--- src/rtl/dice_pkg.sv ---
// Shared types and constants for the two-player dice turn controller.
package dice_pkg;

    // Controller states: one turn and one roller-clear state per player.
    typedef enum logic [2:0] {
        IDLE   = 3'd0,
        TURN_A = 3'd1,
        CLR_A  = 3'd2,
        TURN_B = 3'd3,
        CLR_B  = 3'd4,
        JUDGE  = 3'd5,
        DONE   = 3'd6
    } dice_state_t;

    localparam int DIE_W = 3;
    localparam logic [DIE_W-1:0] DIE_MIN = 3'd1;
    localparam logic [DIE_W-1:0] DIE_MAX = 3'd6;

    // One-hot player encoding shared by the active and winner outputs.
    localparam logic [1:0] PLAYER_NONE = 2'b00;
    localparam logic [1:0] PLAYER_A    = 2'b01;
    localparam logic [1:0] PLAYER_B    = 2'b10;

    // A settled roll is only meaningful inside the die face range.
    function automatic logic valid_roll(input logic [DIE_W-1:0] v);
        return (v >= DIE_MIN) && (v <= DIE_MAX);
    endfunction

endpackage

--- src/rtl/dice_turn_ctrl_turn_timer.sv ---
// Per-turn forfeit counter. Counts cycles while enabled, holds at the
// last count and flags expiry there. Used only when DICE_CTRL_FORFEIT_EN
// is defined.
module turn_timer #(
    parameter int TIMEOUT_CYCLES = 1000
) (
    input  logic clk,
    input  logic rst_n,
    input  logic clear,
    input  logic enable,
    output logic expired
);

    localparam int CW = (TIMEOUT_CYCLES > 1) ? $clog2(TIMEOUT_CYCLES) : 1;
    localparam logic [CW-1:0] LAST = CW'(TIMEOUT_CYCLES - 1);

    logic [CW-1:0] count;

    // Count up during a turn, saturating at the expiry value.
    always_ff @(posedge clk) begin
        if (!rst_n || clear) begin
            count <= '0;
        end else if (enable && (count != LAST)) begin
            count <= count + 1'b1;
        end
    end

    assign expired = enable && (count == LAST);

endmodule

--- src/rtl/dice_turn_ctrl.sv ---
// Two-player turn scheduler for the shared die roller.
// Routes one player's button to the roller at a time, captures each settled
// roll, scores the round and declares the match winner.
// Optional feature: define DICE_CTRL_FORFEIT_EN to add a per-turn timeout
// that records a zero roll for a player who does not roll in time.
module dice_turn_ctrl
    import dice_pkg::*;
#(
    parameter int WIN_SCORE      = 3,
    parameter int TIMEOUT_CYCLES = 1000
) (
    input  logic              clk,
    input  logic              rst_n,
    input  logic              start,
    input  logic              btn_a,
    input  logic              btn_b,
    input  logic [DIE_W-1:0]  roll_num,
    input  logic              roll_choose,
    output logic              roll_enable,
    output logic              roll_btn,
    output logic [1:0]        active,
    output logic [DIE_W-1:0]  val_a,
    output logic [DIE_W-1:0]  val_b,
    output logic [2:0]        score_a,
    output logic [2:0]        score_b,
    output logic              game_over,
    output logic [1:0]        winner,
    output dice_state_t       state
);

    localparam logic [2:0] WIN  = 3'(WIN_SCORE);
    localparam logic [3:0] WIN4 = {1'b0, WIN};

    logic       capture;
    logic       timeout;
    logic [3:0] next_a;
    logic [3:0] next_b;

    assign capture = roll_choose && valid_roll(roll_num);
    assign next_a  = {1'b0, score_a} + 4'd1;
    assign next_b  = {1'b0, score_b} + 4'd1;

`ifdef DICE_CTRL_FORFEIT_EN
    logic in_turn;
    assign in_turn = (state == TURN_A) || (state == TURN_B);

    // Held clear outside the turns, so every turn starts counting from zero.
    turn_timer #(
        .TIMEOUT_CYCLES(TIMEOUT_CYCLES)
    ) u_turn_timer (
        .clk     (clk),
        .rst_n   (rst_n),
        .clear   (!in_turn),
        .enable  (in_turn),
        .expired (timeout)
    );
`else
    assign timeout = 1'b0;

    // TIMEOUT_CYCLES only matters with the forfeit timer; zero is never legal.
    if (TIMEOUT_CYCLES == 0) begin : g_no_timeout
    end
`endif

    // Roller controls are combinational so a press reaches the roller at once.
    always_comb begin
        roll_enable = 1'b0;
        roll_btn    = 1'b0;
        active      = PLAYER_NONE;
        case (state)
            TURN_A: begin
                roll_enable = 1'b1;
                roll_btn    = btn_a;
                active      = PLAYER_A;
            end
            TURN_B: begin
                roll_enable = 1'b1;
                roll_btn    = btn_b;
                active      = PLAYER_B;
            end
            default: ;
        endcase
    end

    // Match FSM with registered values, scores and result.
    always_ff @(posedge clk) begin
        if (!rst_n) begin
            state     <= IDLE;
            val_a     <= '0;
            val_b     <= '0;
            score_a   <= '0;
            score_b   <= '0;
            game_over <= 1'b0;
            winner    <= PLAYER_NONE;
        end else begin
            case (state)
                IDLE: begin
                    if (start) state <= TURN_A;
                end
                TURN_A: begin
                    if (capture) begin
                        val_a <= roll_num;
                        state <= CLR_A;
                    end else if (timeout) begin
                        val_a <= '0;
                        state <= CLR_A;
                    end
                end
                CLR_A: state <= TURN_B;
                TURN_B: begin
                    if (capture) begin
                        val_b <= roll_num;
                        state <= CLR_B;
                    end else if (timeout) begin
                        val_b <= '0;
                        state <= CLR_B;
                    end
                end
                CLR_B: state <= JUDGE;
                JUDGE: begin
                    state <= TURN_A;
                    if (val_a > val_b) begin
                        if (score_a < WIN) score_a <= next_a[2:0];
                        if (next_a >= WIN4) begin
                            game_over <= 1'b1;
                            winner    <= PLAYER_A;
                            state     <= DONE;
                        end
                    end else if (val_b > val_a) begin
                        if (score_b < WIN) score_b <= next_b[2:0];
                        if (next_b >= WIN4) begin
                            game_over <= 1'b1;
                            winner    <= PLAYER_B;
                            state     <= DONE;
                        end
                    end
                end
                DONE: begin
                    if (btn_a && btn_b) begin
                        state     <= IDLE;
                        val_a     <= '0;
                        val_b     <= '0;
                        score_a   <= '0;
                        score_b   <= '0;
                        game_over <= 1'b0;
                        winner    <= PLAYER_NONE;
                    end
                end
                default: state <= IDLE;
            endcase
        end
    end

endmodule

--- config.mk ---
export PLATFORM = sky130hd
export DESIGN_NAME = dice_turn_ctrl
export DESIGN_NICKNAME = d
export VERILOG_FILES = /design/src/rtl/dice_pkg.sv /design/src/rtl/dice_turn_ctrl_turn_timer.sv /design/src/rtl/dice_turn_ctrl.sv
export SDC_FILE = /design/constraint.sdc
export NUM_CORES = 1
export LEC_CHECK = 0
export CORE_MARGIN = 2
export CORE_UTILIZATION = 51
export CTS_CLUSTER_DIAMETER = 150
export CTS_CLUSTER_SIZE = 16
export DETAILED_ROUTE_END_ITERATION = 16
export PLACE_DENSITY = 0.92
export SKIP_LAST_GASP = 1
export SLEW_MARGIN = 30
export SYNTH_ARGS = -nofsm -noshare
export SYNTH_HDL_FRONTEND = slang
export SYNTH_SLANG_ARGS = --single-unit
--- constraint.sdc ---
create_clock -name clk -period 3.2 [get_ports clk]
set_clock_uncertainty 0.1 [all_clocks]
set_input_delay 0.8 -clock clk [delete_from_list [all_inputs] [get_ports clk]]
set_output_delay 0.8 -clock clk [all_outputs]
set_load 0.05 [all_outputs]
==> results.ini, run 1 <==
[critical_path]
path_class=flip-flop to output pin
cpPeakStageDelay_ns=0.80
end_kind=output pin
critPathSlowestCell=clkdlybuf4s50_1
startpoint_type=flip-flop
crit_chain=and2_1 -> clkdlybuf4s50_1
worst-r2r-cell-count=5
cp.arrival_ns=2.07
cp_max_fo=21
required_ns=2.30

[global_route]
grt_pass1_vias=943
met3_usage_pct=1.75
grt_pass1_wl_um=4090
grt_max_degree=22
grtUsageMet1_pct=25.3
groute.usage.overall_pct=20.6
overflow=0
top_usage_layer=met2
grtUsageMet2_pct=36.8
antenna_found_initial=0

[clocking]
cts_sinks=18
ctsRootBufferMaster=clkbuf_4
cts_setup_buffers=0
cts_tree=done
holdBufCountCts=0
clk_path_buf_depth=2
cts_max_level=1
clk_latency_ns=0.29
postCtsResizedCells=0
clk_pin_slew_ns=0.11
cts_made_buffers=3

[timing]
max_freq_mhz=336
setup_tns_ns=0
fin_crit_ns=2.97
hold_viol=0
fin_ws_ns=0.228
finalSetupViolCount=0
whs_ns=0.380
rsz0062_at_grt=no
worst_pin_slew_ns=0.622
slew_headroom_pct=58.5
post-route-period-util_pct=92.9
drv_slew=0

[synthesis]
netlist_area_sq_um=1120
synth_nets=154
ys_types=40
synth_top_cell_by_area=dfxtp_1
syn_avg_cell_area_sq_um=8.15
ys_ff_latch=18
ys_seq_area_share_pct=32.0
ys.flop_type=dfxtp_1
synth_edf_count=0
yosys_warnings=0
synthMostInstantiatedCell=dfxtp_1
synth_top_cells_by_count=18 x dfxtp_1, 15 x nand2_1, 15 x nor2_1, 10 x a21oi_1
synth_top_cell_area_share_pct=32.0
synthArstFlopShare_pct=0
synth.area.top_cells=dfxtp_1 32%, ha_1 7.8%, nand2_1 5.0%, nor2_1 5.0%, a21oi_1 4.4%
postSynthCellCount=138

[floorplan]
die_area_sq_um=2600
dieWidth_um=51.0
row_count=17
die_height_um=51.0
initial_core_util_pct=52.4
core_sq_um=2150
io_pins=31

[routing]
dr_total_vias=1089
viasPerCell=5.56
drt_pre_antenna_iters=4
remaining_drc_errors=0
avgRoutedWirePerCell_um=12.6
drtAntennaViolNets=0
routed_wl_um=2460
drtIter0Drc=19

[outcome]
outcome=completed

[place]
portBuffers=30
dp_slack_ns=0.562
placed_cell_area_sq_um=1460
place.gp.congestion=0.834

[min_path]
hold_class=flip-flop to flip-flop
hold_path_depth=2

[finish]
area_delta_synth_final_pct=32.6
drive_above_1_share_pct=10.1
n_fill_cell=167
final_cell_area_sq_um=1490
layout.nets=185
n_antenna_cell=0

[power_and_ir_drop]
power_density_nw_per_um2=327
leakagePower_nw=0.558
vdd_drop_max_mv=0.201

[flow_run]
drv_cap=0

==> final timing paths <==
kind | start | to | slack (ns)
max | state[1]$_SDFFE_PN0P_ | active[1] | 0.23
min | winner[1]$_SDFFE_PN0P_ | winner[1]$_SDFFE_PN0P_ | 0.38
max reg2reg | state[1]$_SDFFE_PN0P_ | score_b[0]$_SDFFE_PN0P_ | 1.17
min reg2reg | winner[1]$_SDFFE_PN0P_ | winner[1]$_SDFFE_PN0P_ | 0.38
==> flip-flops by register name, indices dropped and copies added, names as in the netlist <==
name	count
state	3
game_over	1
score_a	3
val_a	3
winner	2
score_b	3
val_b	3
==> layout make-up <==
class	count	area, sq um	share of cell area (%)
Clock buffer	4	36.3	2.43
Inverter	9	33.8	2.27
Multi-Input combinational cell	106	708	47.5
Sequential cell	18	360	24.2
Tap cell	28	35.0	2.35
Timing Repair Buffer	31	318	21.3
==> where the power goes <==
group	total, W	switching, W	internal, W
registers	0.000240	0.0000114	0.000228
logic	0.000105	0.0000623	0.0000432
clock network	0.000142	0.0000726	0.0000693
==> layout by cell type (no fill, tap or decap), types with 4 or more instances in the layout <==
cell type	n
and3_1	5
ha_1	7
inv_1	9
nor3_1	4
nand2_1	15
nor2_1	15
a21oi_1	10
clkdlybuf4s50_1	29
nand3_1	9
dfxtp_1	18
==> kinds of logic after synthesis <==
| family | synth area share [%] |
|---|---|
| AND/OR/NAND/NOR | 32.6 |
| AO/OA/AOI/OAI | 17.9 |
| flip-flops | 32.0 |
| buffers and inverters | 5.01 |
| adder cells (fa/ha/maj) | 7.79 |
| multiplexers | 4.67 |
==> critical path: cells and delay by family (launching register included) <==
| family | cells | cell delay, ns |
|---|---|---|
| buffers and inverters | 1 | 0.80 |
| flip-flops | 1 | 0.74 |
| AND/OR/NAND/NOR | 1 | 0.24 |
==> through the flow <==
step                      total power, W  instances  util [%]
final                           0.000487        196      69.4
after CTS                       0.000492        196      69.4
after global routing            0.000506        196      69.4
after floorplan                 0.000312        138         -
after global placement          0.000348        192      67.7
after detailed placement        0.000350        192      67.7
==> per-layer routing <==
layer,vias to the layer above,wire length (um)
met4,0,24
met3,2,61
li1,550,-
met5,-,0
met2,20,1310
met1,517,1060
Note: power is estimated with default switching activity, not from simulation.
==> run 2: changes to the inputs <==
RECOVER_POWER = 50   (was unset)
==> run 2 against run 1 <==
First-iteration DRC count is 26% higher. Non-clock buffer count stayed put. Sequential share of layout area is 0.62 points higher. Via count is 1.0% higher. Count of clock-buffer cells in the layout stayed put. Global-route usage stayed put. Register-to-register slack worse by 0.25 ns. Setup slack better by 0.0030 ns. Critical path depth stayed put. Critical endpoint unchanged. Highest routed layer unchanged.
==> results.ini, run 2 (synthesis gave the netlist of run 1 again) <==
[finish]
n_fill_cell=175  ; +4.8%
multiInputGateArea_sq_um=674  ; -4.8%
stdcell_count=196  ; unchanged
final_common_cell=clkdlybuf4s50_1
area_delta_synth_final_pct=29.3
seqCellArea_sq_um=360  ; unchanged
final_cell_mix=25 x clkdlybuf4s50_1, 18 x dfxtp_1, 15 x nor2_1, 15 x nand2_1, 11 x a21oi_1
n_antenna_cell=0  ; unchanged
layout.nets=185  ; unchanged
final_cell_area_sq_um=1450  ; -2.5%
drive_above_1_share_pct=7.14  ; -3.0 points

[critical_path]
cp.arrival_ns=2.07  ; about the same
r2r-end=val_b[2]$_SDFFE_PN0P_
worst-r2r-cell-count=5  ; unchanged
end_kind=output pin
path_class=flip-flop to output pin
required_ns=2.30  ; about the same
startpoint_type=flip-flop
r2r-start=state[0]$_SDFFE_PN0P_
cp_max_fo=21  ; unchanged
r2r_setup_slack_ns=0.92  ; -0.25 ns

[global_route]
antenna_found_initial=0  ; unchanged
grt_max_degree=22  ; unchanged
overflow=0  ; unchanged
grt_pass1_wl_um=4090  ; unchanged
grt_pass1_vias=943  ; unchanged
groute.usage.overall_pct=20.6  ; unchanged

[min_path]
min_from=winner[1]$_SDFFE_PN0P_
hold_class=flip-flop to flip-flop
hold_path_depth=2  ; unchanged
worstHoldEndpoint=winner[1]$_SDFFE_PN0P_

[routing]
wl_met1_um=1100  ; +2.9%
wl_met2_um=1280  ; -2.2%
viasPerCell=5.61  ; +1.0%
routed_wl_um=2470  ; +0.24%
dr_total_vias=1100  ; +1.0%
wl_met3_um=48  ; -21%
drtIter0Drc=24  ; +5
drt_pre_antenna_iters=4  ; unchanged
avgRoutedWirePerCell_um=12.6  ; +0.24%
highest_layer=met4
remaining_drc_errors=0  ; unchanged
drtAntennaViolNets=0  ; unchanged

[place]
portBuffers=30  ; unchanged
place.gp.congestion=0.834  ; unchanged
placed_cell_area_sq_um=1460  ; unchanged
dpl.cell_count=192  ; unchanged

[clocking]
cts_setup_buffers=0  ; unchanged
cts_max_level=1  ; unchanged
holdBufCountCts=0  ; unchanged
ctsRootBufferMaster=clkbuf_4
cts_sinks=18  ; unchanged
cts_made_buffers=3  ; unchanged
postCtsResizedCells=0  ; unchanged
clk_path_buf_depth=2  ; unchanged
cts_tree=done
clk_pin_slew_ns=0.11  ; about the same
clk_latency_ns=0.29  ; about the same

[timing]
rsz0062_at_grt=no
fin_crit_ns=2.97  ; -0.00297 ns
max_freq_mhz=337  ; +0.10%
drv_slew=0  ; unchanged
worst_pin_slew_ns=1.06  ; +0.439 ns
slew_headroom_pct=28.6  ; -30 points
setup_tns_ns=0  ; unchanged
hold_viol=0  ; unchanged
finalSetupViolCount=0  ; unchanged
post-route-period-util_pct=92.8  ; about the same

[floorplan]
die_height_um=51.0  ; unchanged
row_count=17  ; unchanged
dieWidth_um=51.0  ; unchanged
die_area_sq_um=2600  ; unchanged
initial_core_util_pct=52.4  ; unchanged
io_pins=31  ; unchanged
core_sq_um=2150  ; unchanged

[power_and_ir_drop]
leakagePower_nw=0.558  ; about the same
power_density_nw_per_um2=333  ; +1.9%
vdd_drop_max_mv=0.200  ; -0.21%

[flow_run]
drv_cap=0  ; unchanged

[outcome]
outcome=completed

-- run 2: cell count changes in the layout (fill, tap and decap cells not counted), sizes merged --
cell | before | now
clkdlybuf4s50 | 29 | 25
dlygate4sd3 | 0 | 4
buf | 2 | 1
clkbuf | 4 | 5
-- run 2: through the flow --
| stage | util [%] | power, W | worst slack (ns) | hold slack, ns |
|---|---|---|---|---|
| 3_5_place_dp | 67.7 | 0.000350 | 0.562 | 0.362 |
| 6_report | 67.7 | 0.000484 | 0.231 | 0.377 |
| 5_1_grt | 67.7 | 0.000502 | 0.133 | 0.385 |
| 4_1_cts | 69.4 | 0.000492 | 0.226 | 0.378 |
| 2_1_floorplan | - | 0.000312 | 0.329 | 0.592 |
| 3_3_place_gp | 67.7 | 0.000348 | 0.587 | 0.355 |
-- run 2: metal layers --
| layer | track usage (%) | up-vias |
|---|---|---|
| met4 | 8.11 | 0 |
| met2 | 36.8 | 18 |
| li1 | - | 550 |
| met1 | 25.3 | 528 |
| met3 | 1.75 | 4 |
| met5 | 0 | - |
-- run 2: critical path, stage by stage (launching register included) --
cell	delay (ns)
dfxtp_1	0.73
and2_1	0.24
clkdlybuf4s50_1	0.80
-- run 2: worst max-delay path by stage --
stage                     cells past startpoint   endpoint  slack, ns                  start
after floorplan                               4   roll_btn       0.33  state[1]$_SDFFE_PN0P_
after global placement                        4   roll_btn       0.59                  btn_b
after detailed placement                      4   roll_btn       0.56                  btn_b
after CTS                                     2  active[1]       0.23  state[1]$_SDFFE_PN0P_
after global routing                          2  active[1]       0.13  state[1]$_SDFFE_PN0P_
final                                         2  active[1]       0.23  state[1]$_SDFFE_PN0P_
-- run 2: report_power, final --
group	switching (W)	internal [W]
Combinational	0.0000604	0.0000412
Sequential	0.0000112	0.000228
Clock	0.0000732	0.0000694
Total	0.000145	0.000339
-- run 2: cell type report --
type | count | share of cell area (%)
well taps | 28 | 2.41
clock buffers | 4 | 2.50
flip-flops and latches | 18 | 24.8
inverters | 9 | 2.32
multi-input cells | 106 | 46.4
repair buffers | 31 | 21.6
